### config.mk
export PLATFORM = sky130hd
export DESIGN_NAME = alu_shift_seq_flat
export DESIGN_NICKNAME = d
export VERILOG_FILES = /design/src/rtl/alu_pkg.sv /design/src/rtl/alu_shift_seq_if.sv /design/src/rtl/alu_shift_seq.sv /design/src/flat_wrapper.sv
export SDC_FILE = /design/constraint.sdc
export NUM_CORES = 1
export LEC_CHECK = 0
export BUFFER_PORTS_ARGS = -buffer_cell sky130_fd_sc_hd__buf_2
export CORE_ASPECT_RATIO = 0.9
export CORE_MARGIN = 4
export CORE_UTILIZATION = 43
export DETAILED_ROUTE_END_ITERATION = 8
export HOLD_SLACK_MARGIN = 0.06
export PLACE_DENSITY = 0.7
export SLEW_MARGIN = 20
export SYNTH_ARGS = -nofsm -noshare
export SYNTH_HDL_FRONTEND = slang
export SYNTH_SLANG_ARGS = --single-unit
### constraint.sdc
create_clock -name clk -period 2.51 [get_ports clk]
set_clock_uncertainty 0.2 [all_clocks]
set_input_delay 0 -clock clk [delete_from_list [all_inputs] [get_ports clk]]
set_output_delay 0 -clock clk [all_outputs]
set_load 0.05 [all_outputs]
### src/rtl/alu_pkg.sv
// Shared opcodes, shift-mode encodings and sequencer state for the ALU shift path.
// Pure declarations; no latency or flow control of its own.
package alu_pkg;

  localparam logic [1:0] LHS_OP_PASS = 2'b00;
  localparam logic [1:0] LHS_OP_SHL  = 2'b01;
  localparam logic [1:0] LHS_OP_SHR  = 2'b10;
  localparam logic [1:0] LHS_OP_ZERO = 2'b11;

  localparam logic [1:0] SHIFT_MODE_LOGICAL = 2'b00;
  localparam logic [1:0] SHIFT_MODE_RCT     = 2'b01;
  localparam logic [1:0] SHIFT_MODE_ROT     = 2'b10;
  localparam logic [1:0] SHIFT_MODE_ARITH   = 2'b11;

  typedef enum logic [1:0] {
    ST_IDLE    = 2'b00,
    ST_ISSUE   = 2'b01,
    ST_CAPTURE = 2'b10,
    ST_DONE    = 2'b11
  } seq_state_e;

  // The bit entering the vacated position; only the operand's end bits matter.
  function automatic logic lhs_cin(input logic [1:0] mode, input logic dir,
                                   input logic val_msb, input logic val_lsb,
                                   input logic cy);
    logic cin;
    cin = 1'b0;
    case (mode)
      SHIFT_MODE_LOGICAL: cin = 1'b0;
      SHIFT_MODE_RCT:     cin = cy;
      SHIFT_MODE_ROT:     cin = dir ? val_lsb : val_msb;
      SHIFT_MODE_ARITH:   cin = dir ? val_msb : 1'b0;
      default:            cin = 1'b0;
    endcase
    return cin;
  endfunction

endpackage

### src/rtl/alu_shift_seq_if.sv
// Request/response and LHS-unit step signals between control sequencer, shift sequencer and LHS unit.
// Strobe/done pulses only; no backpressure beyond start being ignored while busy.
interface alu_shift_seq_if #(
  parameter int WIDTH   = 8,
  parameter int COUNT_W = $clog2(WIDTH) + 1
);
  logic               start;
  logic               dir;
  logic [1:0]         mode;
  logic [COUNT_W-1:0] count;
  logic [WIDTH-1:0]   value_in;
  logic               carry_init;

  logic               lhs_strobe;
  logic [1:0]         lhs_operation;
  logic [WIDTH-1:0]   lhs_in;
  logic               lhs_carry_in;
  logic [WIDTH-1:0]   lhs_out;
  logic               lhs_carry_out;

  logic               busy;
  logic               done;
  logic [WIDTH-1:0]   result;
  logic               carry_result;

  modport slave (
    input  start, dir, mode, count, value_in, carry_init,
    input  lhs_out, lhs_carry_out,
    output lhs_strobe, lhs_operation, lhs_in, lhs_carry_in,
    output busy, done, result, carry_result
  );

  modport master (
    output start, dir, mode, count, value_in, carry_init,
    output lhs_out, lhs_carry_out,
    input  lhs_strobe, lhs_operation, lhs_in, lhs_carry_in,
    input  busy, done, result, carry_result
  );
endinterface

### src/rtl/alu_shift_seq.sv
// Runs a multi-bit shift/rotate as max(count,1) one-bit LHS steps; done 2*max(count,1)+1 cycles after start.
// Start is ignored unless IDLE; no other backpressure.
module alu_shift_seq
  import alu_pkg::*;
#(
  parameter int WIDTH   = 8,
  parameter int COUNT_W = $clog2(WIDTH) + 1
) (
  input logic           clk,
  input logic           rst_n,
  alu_shift_seq_if.slave bus
);

  seq_state_e         state_q, state_d;
  logic [WIDTH-1:0]   val_q, val_d;
  logic               cy_q, cy_d;
  logic [COUNT_W-1:0] steps_q, steps_d;
  logic [1:0]         op_q, op_d;
  logic [1:0]         mode_q, mode_d;
  logic               dir_q, dir_d;
  logic [WIDTH-1:0]   result_q, result_d;
  logic               carry_result_q, carry_result_d;

  always_ff @(posedge clk) begin
    if (!rst_n) begin
      state_q        <= ST_IDLE;
      val_q          <= '0;
      cy_q           <= 1'b0;
      steps_q        <= '0;
      op_q           <= LHS_OP_PASS;
      mode_q         <= SHIFT_MODE_LOGICAL;
      dir_q          <= 1'b0;
      result_q       <= '0;
      carry_result_q <= 1'b0;
    end else begin
      state_q        <= state_d;
      val_q          <= val_d;
      cy_q           <= cy_d;
      steps_q        <= steps_d;
      op_q           <= op_d;
      mode_q         <= mode_d;
      dir_q          <= dir_d;
      result_q       <= result_d;
      carry_result_q <= carry_result_d;
    end
  end

  always_comb begin
    state_d        = state_q;
    val_d          = val_q;
    cy_d           = cy_q;
    steps_d        = steps_q;
    op_d           = op_q;
    mode_d         = mode_q;
    dir_d          = dir_q;
    result_d       = result_q;
    carry_result_d = carry_result_q;

    bus.lhs_strobe    = 1'b0;
    bus.lhs_operation = LHS_OP_PASS;
    bus.lhs_in        = '0;
    bus.lhs_carry_in  = 1'b0;
    bus.done          = 1'b0;

    if (state_q != ST_IDLE) begin
      bus.lhs_operation = op_q;
      bus.lhs_in        = val_q;
      // Pass-through must return the captured carry unchanged, whatever the mode.
      bus.lhs_carry_in  = (op_q == LHS_OP_PASS) ? cy_q
                        : lhs_cin(mode_q, dir_q, val_q[WIDTH-1], val_q[0], cy_q);
    end

    case (state_q)
      ST_IDLE: begin
        if (bus.start) begin
          val_d   = bus.value_in;
          cy_d    = bus.carry_init;
          mode_d  = bus.mode;
          dir_d   = bus.dir;
          steps_d = (bus.count == '0) ? COUNT_W'(1) : bus.count;
          op_d    = (bus.count == '0) ? LHS_OP_PASS : (bus.dir ? LHS_OP_SHR : LHS_OP_SHL);
          state_d = ST_ISSUE;
        end
      end
      ST_ISSUE: begin
        bus.lhs_strobe = 1'b1;
        state_d        = ST_CAPTURE;
      end
      ST_CAPTURE: begin
        val_d   = bus.lhs_out;
        cy_d    = bus.lhs_carry_out;
        steps_d = steps_q - COUNT_W'(1);
        if (steps_q == COUNT_W'(1)) begin
          // Load the result here so it is already valid while done is high.
          result_d       = bus.lhs_out;
          carry_result_d = bus.lhs_carry_out;
          state_d        = ST_DONE;
        end else begin
          state_d = ST_ISSUE;
        end
      end
      ST_DONE: begin
        bus.done = 1'b1;
        state_d  = ST_IDLE;
      end
      default: state_d = ST_IDLE;
    endcase
  end

  assign bus.busy         = (state_q == ST_ISSUE) || (state_q == ST_CAPTURE);
  assign bus.result       = result_q;
  assign bus.carry_result = carry_result_q;

endmodule

### src/flat_wrapper.sv
// flat-port wrapper written by rule: the top's interface ports become plain ports
module alu_shift_seq_flat import alu_pkg::*;
#(
  parameter int WIDTH   = 8,
  parameter int COUNT_W = $clog2(WIDTH) + 1
)
  (clk, rst_n, bus_start, bus_dir, bus_mode, bus_count, bus_value_in, bus_carry_init, bus_lhs_out, bus_lhs_carry_out, bus_lhs_strobe, bus_lhs_operation, bus_lhs_in, bus_lhs_carry_in, bus_busy, bus_done, bus_result, bus_carry_result);
  alu_shift_seq_if #(.WIDTH(WIDTH), .COUNT_W(COUNT_W)) bus_i ();
  input logic clk;
  input logic rst_n;
  input wire logic [$bits(bus_i.start)-1:0] bus_start;
  input wire logic [$bits(bus_i.dir)-1:0] bus_dir;
  input wire logic [$bits(bus_i.mode)-1:0] bus_mode;
  input wire logic [$bits(bus_i.count)-1:0] bus_count;
  input wire logic [$bits(bus_i.value_in)-1:0] bus_value_in;
  input wire logic [$bits(bus_i.carry_init)-1:0] bus_carry_init;
  input wire logic [$bits(bus_i.lhs_out)-1:0] bus_lhs_out;
  input wire logic [$bits(bus_i.lhs_carry_out)-1:0] bus_lhs_carry_out;
  output wire logic [$bits(bus_i.lhs_strobe)-1:0] bus_lhs_strobe;
  output wire logic [$bits(bus_i.lhs_operation)-1:0] bus_lhs_operation;
  output wire logic [$bits(bus_i.lhs_in)-1:0] bus_lhs_in;
  output wire logic [$bits(bus_i.lhs_carry_in)-1:0] bus_lhs_carry_in;
  output wire logic [$bits(bus_i.busy)-1:0] bus_busy;
  output wire logic [$bits(bus_i.done)-1:0] bus_done;
  output wire logic [$bits(bus_i.result)-1:0] bus_result;
  output wire logic [$bits(bus_i.carry_result)-1:0] bus_carry_result;
  assign bus_i.start = bus_start;
  assign bus_i.dir = bus_dir;
  assign bus_i.mode = bus_mode;
  assign bus_i.count = bus_count;
  assign bus_i.value_in = bus_value_in;
  assign bus_i.carry_init = bus_carry_init;
  assign bus_i.lhs_out = bus_lhs_out;
  assign bus_i.lhs_carry_out = bus_lhs_carry_out;
  assign bus_lhs_strobe = bus_i.lhs_strobe;
  assign bus_lhs_operation = bus_i.lhs_operation;
  assign bus_lhs_in = bus_i.lhs_in;
  assign bus_lhs_carry_in = bus_i.lhs_carry_in;
  assign bus_busy = bus_i.busy;
  assign bus_done = bus_i.done;
  assign bus_result = bus_i.result;
  assign bus_carry_result = bus_i.carry_result;
  alu_shift_seq #(.WIDTH(WIDTH), .COUNT_W(COUNT_W)) u_core (.clk(clk), .rst_n(rst_n), .bus(bus_i));
endmodule
# Word level (Yosys, flattened, before mapping)
# Cells that the tools add are included.
dict set report totals {
  reg_bits 29
  latchBits 0
  ram_bits 0
  mem_bits_ro 0
  input_bits 28
  output_inout_bits 23
  elab_cells 49
  memories 0
}
dict set report op_classes {
  add_sub_neg 1
  multipliers 0
  div_mod_pow 0
  n_lt_le_gt_ge 0
  eq_ne 8
  shifts 0
  n_mux 21
  n_bitwise 0
  reduce_logical 10
}
# cell count
set ops {}
lappend ops {{$mux W8} 2}
lappend ops {{$pmux W8 S2} 1}
lappend ops {{$mux W2} 5}
lappend ops {{$eq A2 B2 Y1 const B} 4}
lappend ops {{$mux W4} 2}
lappend ops {{$pmux W2 S4} 1}
lappend ops {{$pmux W4 S2} 1}
lappend ops {{$mux W1} 7}
lappend ops {{$logic_not A2 Y1} 3}
lappend ops {{$reduce_and A2 Y1} 3}
lappend ops {{$eq A2 B1 Y1 const B} 2}
lappend ops {{$eq A4 B1 Y1 const B} 1}
lappend ops {{$logic_not A4 Y1} 1}
lappend ops {{$pmux W1 S4} 1}
lappend ops {{$reduce_bool A2 Y1} 2}
lappend ops {{$sub A4 B1 Y4 const B} 1}
lappend ops {{$ne A2 B2 Y1 const B} 1}
lappend ops {{$pmux W1 S2} 1}
lappend ops {{$logic_or A1 B1 Y1} 1}

# Longest topological paths before layout
# Gate-level depths: netlist of run 1.
dict set report logic_depth {
  word_depth 4
  mapped_depth 7
  depth_no_buf 5
}

# Worst setup path after synthesis of run 1
# Ideal clock, no wire load.
dict set report synth_timing {
  path_kind {reg2out}
  from {register u_core.state_q[0]}
  to {output port bus_lhs_carry_in}
  t_arrival_ps 1795
  required_time_ps 2310
  slack_ps 515
  stages_incl_launch_ff 6
  path_buffers 2
  cell_sequence {dfxtp_1 inv_1 ha_1 buf_6 clkbuf_1 a31oi_1}
}
dict set report synth_between {
  elab_chain_cells 2
}
# element line_no
set synth_rtl {}
lappend synth_rtl {{start, declared} alu_shift_seq.sv:14} ;# seq_state_e state_q, state_d;
lappend synth_rtl {{start signal, assigned} alu_shift_seq.sv:36} ;# state_q <= state_d;
lappend synth_rtl {{$reduce_bool A2 Y1} alu_shift_seq.sv:65} ;# if (state_q != ST_IDLE) begin
lappend synth_rtl {{$mux W1} alu_shift_seq.sv:65}
lappend synth_rtl {{end, declared} flat_wrapper.sv:22} ;# output wire logic [$bits(bus_i.lhs_carry_in)-1:0] bus_lhs_carry_in;
# No other way between the ends.

# Final worst setup path of run 1
dict set report layout_timing {
  from {register u_core.state_q[1]}
  to {register u_core.mode_q[0]}
}
dict set report layout_between {
  elab_chain_cells 2
}
# element line_no
set layout_rtl {}
lappend layout_rtl {{$logic_not A2 Y1} alu_shift_seq.sv:73} ;# case (state_q)
lappend layout_rtl {{$reduce_and A2 Y1 (no line)} --}
lappend layout_rtl {{end signal, assigned} alu_shift_seq.sv:41} ;# mode_q <= mode_d;
lappend layout_rtl {{end, declared} alu_shift_seq.sv:19} ;# logic [1:0] mode_q, mode_d;
# No other way between the ends.
# A chain may end at the register's enable or synchronous reset.

==> results.ini, run 1 <==
[sta]
period_needed_ns=2.43
max_freq_mhz=411
hold_viol=0
rsz0062_at_grt=true
drv_slew=0
tightestPinTransition_ns=0.567
setup_viol=0
fin_crit_sh_pct=96.8
maxSlewHeadroom_pct=62.1

[critical_path]
arrival_ns=2.39
r2r_slack_ns=0.08
ff2ff_path_depth=6
end_kind=flop
crit_fanout=11
worstSetupPathType=reg -> reg
r2r_end=u_core.mode_q[0]
r2r_start=u_core.state_q[1]
path_cells=inv_1 > ha_4 > nand3_1 > dlygate4sd3_1 > a21oi_1 > dlygate4sd3_1
critPathBufInv=3
slowest_delay_ns=0.59
critPathRequiredTime_ns=2.47
cp_common_cell=dlygate4sd3_1
critPathLaunchType=flop
slowest_stage=dlygate4sd3_1
critPathTopFamily=buffers and inverters

[cts]
cts-htree-levels=2
clk_path_buf_depth=2
clk_pin_slew_worst_paths_ns=0.06
cts_tree=yes
insertion_delay_ns=0.27
cts_setup_buffers=0
cts_buffers=5
cts_root_buf=clkbuf_8
clkSinkCount=29

[synthesis]
ys_ff_latch=29
synth.net_count=206
synth_commonest_cells=29 x dfxtp_1, 25 x nand2_1, 19 x a21oi_1
ys_warn_count=0
synth_async_sr_flop_share_pct=0
synth.yosys.seq_area_share_pct=38.0
ys_dominant_reg_cell=dfxtp_1
synth_most_common_cell=dfxtp_1
syn_area_um2=1530
synth_area_leaders=dfxtp_1 38%, a211oi_2 8.2%, mux2i_1 6.6%
syn-mean-instance-area_um2=8.93
synth_edf_count=0
synth_cell_types=38
netlist_instances=171
synth_top_cell_area_share_pct=38.0
yosys.area.top_type=dfxtp_1

[die]
dieArea_um2=4570
fp.dieW_um=70.8
coreArea_um2=3400
std_cell_rows=20
top_level_ports=51
start_util_pct=44.9
die_h_um=64.5

[layout]
synthToLayoutAreaGrowth_pct=47.7
fin_nets=289
drive_above_1_share_pct=29.8
diodes=0
final_area_um2=2260

[status]
run_status=complete, no violations

[drt]
routedWlPerCell_um=12.3
wl_mm=3.69
via_count=1435
drt-pass1-iter-count=4
vias_per_cell=4.80
drtAntennaViolNets=0
drtIter0Drc=93
drcViolationCount=0

[worst_hold_path]
hp-class=in -> reg
min_from=bus_count[3]
whs_path_depth=4
whs_endpoint=u_core.op_q[1]

[pwr]
p_leak_nw=0.959
cellPowerDensity_nw_per_um2=773
power_mw=1.74
max-vdd-ir-drop_mv=0.597

[grt]
grt_usage_pct=16.4
grt_max_degree=29
first_global_vias=1388
antenna_found_initial=0
grt_pass1_wl_mm=6.09
grt-ovfl-total=0

[placed_design]
hpwl_mm=2.46
numPortBuffers=50
gp_congestion=0.753
dpl_cell_area_um2=1780

[run]
max-cap-violations=0

layer usage:
| metal | GRT usage [%] | wire [um] | up-vias |
|---|---|---|---|
| met3 | 3.88 | 209 | 5 |
| met4 | 4.93 | 42 | 0 |
| li1 | - | - | 754 |
| met5 | 0 | 0 | - |
| met1 | 21.3 | 1840 | 636 |
| met2 | 27.2 | 1600 | 40 |
final cells by class:
class	instances	area, um^2
inverter	6	22.5
clock buffer	7	86.3
clock inverter	1	30.0
timing repair buffer	86	603
sequential	29	581
fill	291	1150
multi-input combinational	126	878
tap	44	55.1
cell usage in the layout (no fill, tap or decap), drive strengths merged, types with 2 or more instances in the layout:
master and n:
dlygate4sd3 33, nor2b 12, ha 7, a211oi 11, nand2 25, nand3 4, and2b 3, a21oi 19
nor2 13, dfxtp 29, buf 53, mux2i 10, clkbuf 7, inv 6, o21ai 2
registers in the layout, indices dropped and copies added, names as in the netlist:
name,count
u_core.state_q,2
u_core.op_q,2
u_core.cy_q,1
u_core.mode_q,2
u_core.val_q,8
u_core.steps_q,4
u_core.bus.result,8
u_core.bus.carry_result,1
u_core.dir_q,1
power by group:
part           switching, mW  leakage [nW]  internal [mW]
logic                  0.398         0.663          0.269
registers             0.0529         0.238          0.526
clock network          0.175        0.0585          0.323
worst min-delay path, delay by kind of cell:
| family | cells | cell delay [ns] |
|---|---|---|
| simple gates | 2 | 0.34 |
| compound gates | 1 | 0.13 |
| buf+inv | 1 | 0.09 |
repair_timing:
| item | 4_1_cts | 5_1_grt |
|---|---|---|
| hold buffers | 33 | 0 |
| endpoints found under the setup margin | 0 | 4 |
| gates resized for setup | 0 | 4 |
| hold endpoints to repair | 29 | 0 |
worst max-delay path by stage:
stage	from	to	slack [ns]	depth (start not counted)
after floorplan	u_core.state_q[0]	bus_lhs_carry_in	0.52	5
after global placement	u_core.state_q[0]	u_core.steps_q[0]	0.60	5
after detailed placement	u_core.state_q[0]	u_core.steps_q[0]	0.54	5
after CTS	u_core.state_q[0]	u_core.steps_q[3]	0.02	6
after global routing	u_core.state_q[1]	u_core.mode_q[0]	-0.02	6
final	u_core.state_q[1]	u_core.mode_q[0]	0.08	6
kinds of logic (layout without fill, tap and decap cells):
family / Yosys count / after routing / share of synthesized area [%]
adder cells (fa/ha/maj): 7 / 7 / 5.73
AO/OA/AOI/OAI: 40 / 40 / 19.8
multiplexers: 11 / 11 / 7.53
XOR/XNOR: 1 / 1 / 0.573
flip-flops: 29 / 29 / 38.0
AND/OR/NAND/NOR: 67 / 67 / 22.2
buffers and inverters: 16 / 100 / 6.14
stage by stage:
stage                     TNS, ns  utilization, %  hold slack [ns]  std cells  worst slack, ns
after global routing      -0.0162            66.3            0.181        299          -0.0162
after detailed placement        0            52.4           0.0593        258            0.538
after CTS                       0            65.6            0.125        299           0.0173
after floorplan                 0               -          -0.0658        171            0.515
after global placement          0            52.4           0.0571        258            0.600
final                           0            66.3            0.122        299           0.0794
No activity file was read; power rests on OpenSTA's default activity.
==> run 2: changes to the inputs <==
Settings changed: CORE_MARGIN 4 to 2, HOLD_SLACK_MARGIN 0.06 to 0.15.
==> results.ini, run 2 (synthesized netlist as in run 1, its figures left out) <==
[critical_path]
crit_fanout=12
worstSetupPathType=reg -> reg
arrival_ns=2.49
critPathLaunchType=flop
ff2ff_path_depth=6
cp_common_cell=dlygate4sd3_1
slowest_stage=dlygate4sd3_1
path_cells=inv_1 > ha_2 > nand3_1 > dlygate4sd3_1 > a21oi_1 > dlygate4sd3_1
r2r_end=u_core.mode_q[1]
end_kind=flop
critPathRequiredTime_ns=2.54
r2r_start=u_core.state_q[1]
r2r_slack_ns=0.05
slowest_delay_ns=0.58

[drt]
routedWlPerCell_um=13.5
via_count=1472
drt-pass1-iter-count=4
drtIter0Drc=94
drcViolationCount=0
wl_mm=4.08
vias_per_cell=4.89
drtAntennaViolNets=0

[sta]
hold_viol=0
max_freq_mhz=406
period_needed_ns=2.46
setup_viol=0
drv_slew=0
tightestPinTransition_ns=0.589
maxSlewHeadroom_pct=60.6
rsz0062_at_grt=true
fin_crit_sh_pct=98.1

[die]
start_util_pct=45.2
dieArea_um2=4050
top_level_ports=51
coreArea_um2=3380
fp.dieW_um=66.8
std_cell_rows=20
die_h_um=60.5

[worst_hold_path]
hp-class=reg -> reg
min_from=u_core.bus.result[2]
whs_endpoint=u_core.bus.result[2]
whs_path_depth=2

[pwr]
cellPowerDensity_nw_per_um2=748
p_leak_nw=0.964
power_frac_comb_pct=40.1
clkPwrFrac_pct=25.5
power.switching_uw=641
max-vdd-ir-drop_mv=0.494
pwr-share-seq_pct=34.3
sw_frac_of_total_pct=38.2
p_int_mw=1.04

[cts]
cts_root_buf=clkbuf_8
clkSinkCount=29
insertion_delay_ns=0.28
clk_pin_slew_worst_paths_ns=0.06
cts_buffers=5
cts_tree=yes
cts-htree-levels=2
clk_path_buf_depth=2

[placed_design]
hpwl_mm=2.41
numPortBuffers=50
dp_cells=257
gp_congestion=0.764

[layout]
multiInputGateArea_um2=867
ff_latch_area_um2=581
final_common_cell=buf_2
fin_nets=291
drive_above_1_share_pct=29.6
diodes=0
synthToLayoutAreaGrowth_pct=46.8
layout_common_cells=50 x buf_2, 35 x dlygate4sd3_1, 29 x dfxtp_1, 25 x nand2_1, 19 x a21oi_1
final_cells=301
fillers=284
finalCoreUtilization_pct=66.4

[run]
max-cap-violations=0

[grt]
grt-ovfl-total=0
first_global_vias=1469
antenna_found_initial=0
grt_pass1_wl_mm=6.37
grt_usage_pct=21.5
grt_max_degree=29

[status]
run_status=complete, no violations

run 2: worst max path at each step:
| stage | startpoint | end | slack [ns] |
|---|---|---|---|
| floorplan | u_core.state_q[0] | bus_lhs_carry_in | 0.52 |
| global placement | u_core.state_q[0] | u_core.state_q[1] | 0.50 |
| detailed placement | u_core.state_q[0] | u_core.state_q[1] | 0.41 |
| CTS | u_core.state_q[1] | u_core.mode_q[0] | 0.02 |
| global route | u_core.state_q[0] | u_core.mode_q[1] | -0.07 |
| finish | u_core.state_q[1] | u_core.mode_q[1] | 0.05 |
run 2: what timing repair did:
| item | in CTS | in global routing |
|---|---|---|
| resized for setup | 0 | 1 |
| hold buffers | 35 | 0 |
| buffers inserted | 0 | 0 |
| hold endpoints to repair | 29 | 0 |
| endpoints found under the setup margin | 0 | 5 |
run 2: layer usage:
metal | global-route usage (%) | vias to the layer above | part of all wire [%]
li1 | - | 761 | -
met1 | 25.4 | 659 | 44
met2 | 36.7 | 38 | 49
met3 | 5.19 | 14 | 4.7
met4 | 10.8 | 0 | 3.2
met5 | 0 | - | 0
run 2: critical path, delay by kind of cell, from the launching register on:
family	cells	cell delay (ns)
fa+ha+maj	1	0.34
buf+inv	3	1.27
simple gates	1	0.10
compound gates	1	0.15
flops	1	0.35
run 2: area by class of cell:
type / instances / area share [%]
Clock buffer: 7 / 4.30
Clock inverter: 1 / 0.223
Inverter: 6 / 1.00
Multi-Input combinational cell: 127 / 38.7
Sequential cell: 29 / 25.9
Tap cell: 44 / 2.46
Timing Repair Buffer: 87 / 27.5
run 2: stage by stage:
step / instance area (um^2) / hold WS, ns / total power, mW / setup slack (ns) / TNS, ns
6_report: 2240 / 0.256 / 1.68 / 0.0484 / 0
3_5_place_dp: 1780 / 0.0602 / 1.18 / 0.414 / 0
4_1_cts: 2230 / 0.254 / 1.66 / 0.0221 / 0
2_1_floorplan: 1530 / -0.0658 / 1.09 / 0.515 / 0
3_3_place_gp: 1780 / 0.0565 / 1.18 / 0.503 / 0
5_1_grt: 2240 / 0.267 / 1.77 / -0.0687 / -0.116
run 2: power by group through the flow:
stage | clock network, mW | logic [mW] | registers (mW)
2_1_floorplan | 0 | 0.505 | 0.582
3_3_place_gp | 0 | 0.593 | 0.585
3_5_place_dp | 0 | 0.596 | 0.585
4_1_cts | 0.432 | 0.652 | 0.576
5_1_grt | 0.455 | 0.733 | 0.587
6_report | 0.428 | 0.674 | 0.576
==> run 3: changes to the inputs <==
Settings changed: CTS_BUF_LIST from default to sky130_fd_sc_hd__clkbuf_4 sky130_fd_sc_hd__clkbuf_8 sky130_fd_sc_hd__clkbuf_16, RECOVER_POWER from default to 25.
==> results.ini, run 3 (synthesized netlist as in run 1, its figures left out) <==
[layout]
final_common_cell=buf_2
fillers=293
ff_latch_area_um2=581
diodes=0
fin_nets=291
synthToLayoutAreaGrowth_pct=45.9
drive_above_1_share_pct=25.3
multiInputGateArea_um2=867
layout_common_cells=39 x buf_2, 35 x dlygate4sd3_1, 29 x dfxtp_1, 25 x nand2_1, 19 x a21oi_1

[cts]
cts_buffers=5
clkSinkCount=29
cts-htree-levels=2
clk_pin_slew_worst_paths_ns=0.06
cts_root_buf=clkbuf_8
insertion_delay_ns=0.28
clk_path_buf_depth=2
cts_tree=yes

[critical_path]
worstSetupStartpoint=u_core.state_q[1]
critPathBufInv=3
worstSetupPathType=reg -> reg
critPathLaunchType=flop
slowest_delay_ns=0.58
critPathRequiredTime_ns=2.54
arrival_ns=2.49
critPathTopFamily=buffers and inverters
cp_common_cell=dlygate4sd3_1
slowest_stage=dlygate4sd3_1
crit_fanout=12
end_kind=flop
path_cells=inv_1 > ha_2 > nand3_1 > dlygate4sd3_1 > a21oi_1 > dlygate4sd3_1
r2r_start=u_core.state_q[1]

[die]
dieArea_um2=4050
coreArea_um2=3380
die_h_um=60.5
fp.dieW_um=66.8
std_cell_rows=20
top_level_ports=51
start_util_pct=45.2

[placed_design]
numPortBuffers=50
hpwl_mm=2.41
gp_congestion=0.764

[drt]
routedWlPerCell_um=13.6
wl_mm=4.08
via_count=1465
drtAntennaViolNets=0
drcViolationCount=0
vias_per_cell=4.87
drtIter0Drc=99
drt-pass1-iter-count=4

[grt]
grt-ovfl-total=0
grt_max_degree=29
grt_usage_pct=21.5
first_global_vias=1469
grt_pass1_wl_mm=6.37
antenna_found_initial=0

[sta]
max_freq_mhz=406
timing.hold.ws_ns=0.258
setup_tns_ns=0
maxSlewHeadroom_pct=56.6
drv_slew=0
rsz0062_at_grt=true
setup_viol=0
period_needed_ns=2.47
fin_crit_sh_pct=98.2
tightestPinTransition_ns=0.653
hold_viol=0

[pwr]
power_mw=1.68
max-vdd-ir-drop_mv=0.495
p_leak_nw=0.916
cellPowerDensity_nw_per_um2=753

[worst_hold_path]
min_from=u_core.bus.result[6]
hp-class=reg -> reg

[run]
max-cap-violations=0

[status]
run_status=complete, no violations

-- run 3: changes by cell type in the layout (fill, tap and decap cells not counted) --
cell,delta
buf_2,-11
clkbuf_1,+11
-- run 3: path summary, 6_finish.rpt --
path              slack [ns]              endpoint  depth (start not counted)
setup reg to reg        0.04      u_core.mode_q[1]                          6
hold / removal          0.26  u_core.bus.result[6]                          2
hold reg to reg         0.26  u_core.bus.result[6]                          2
setup / recovery        0.04      u_core.mode_q[1]                          6
-- run 3: area by class of cell --
class	instances	share of cell area, %
Clock buffer	7	4.32
Inverter	6	1.01
Timing Repair Buffer	87	27.0
Sequential cell	29	26.1
Clock inverter	1	0.225
Tap cell	44	2.47
Multi-Input combinational cell	127	38.9
-- run 3: timing repair --
item,4_1_cts,5_1_grt
endpoints found under the setup margin,0,5
hold buffers,35,0
hold endpoints to repair,29,0
buffers inserted,0,0
resized for setup,0,1
-- run 3: worst register-to-register path, stage by stage (launching register included) --
cell,delay [ns]
dfxtp_1,0.36
inv_1,0.13
ha_2,0.34
nand3_1,0.10
dlygate4sd3_1,0.57
a21oi_1,0.15
dlygate4sd3_1,0.58
-- run 3: report_power, final --
part	total, mW	switching [mW]	internal, mW
logic	0.672	0.410	0.261
registers	0.577	0.0513	0.526
clock network	0.428	0.181	0.247
-- run 3: metrics by stage --
step	instance area, um^2	util, %	instances	setup slack, ns
3_3_place_gp	1780	52.6	257	0.503
6_report	2230	66.0	301	0.0444
4_1_cts	2230	66.0	300	0.0221
2_1_floorplan	1530	-	171	0.515
3_5_place_dp	1780	52.6	257	0.414
5_1_grt	2230	66.0	301	-0.0687
-- run 3: metal layers --
layer	wire length (um)	part of all wire (%)	track usage, %
met5	0	0	0
met4	126	3.1	10.8
met3	192	4.7	5.19
met2	1990	49	36.7
met1	1770	43	25.4
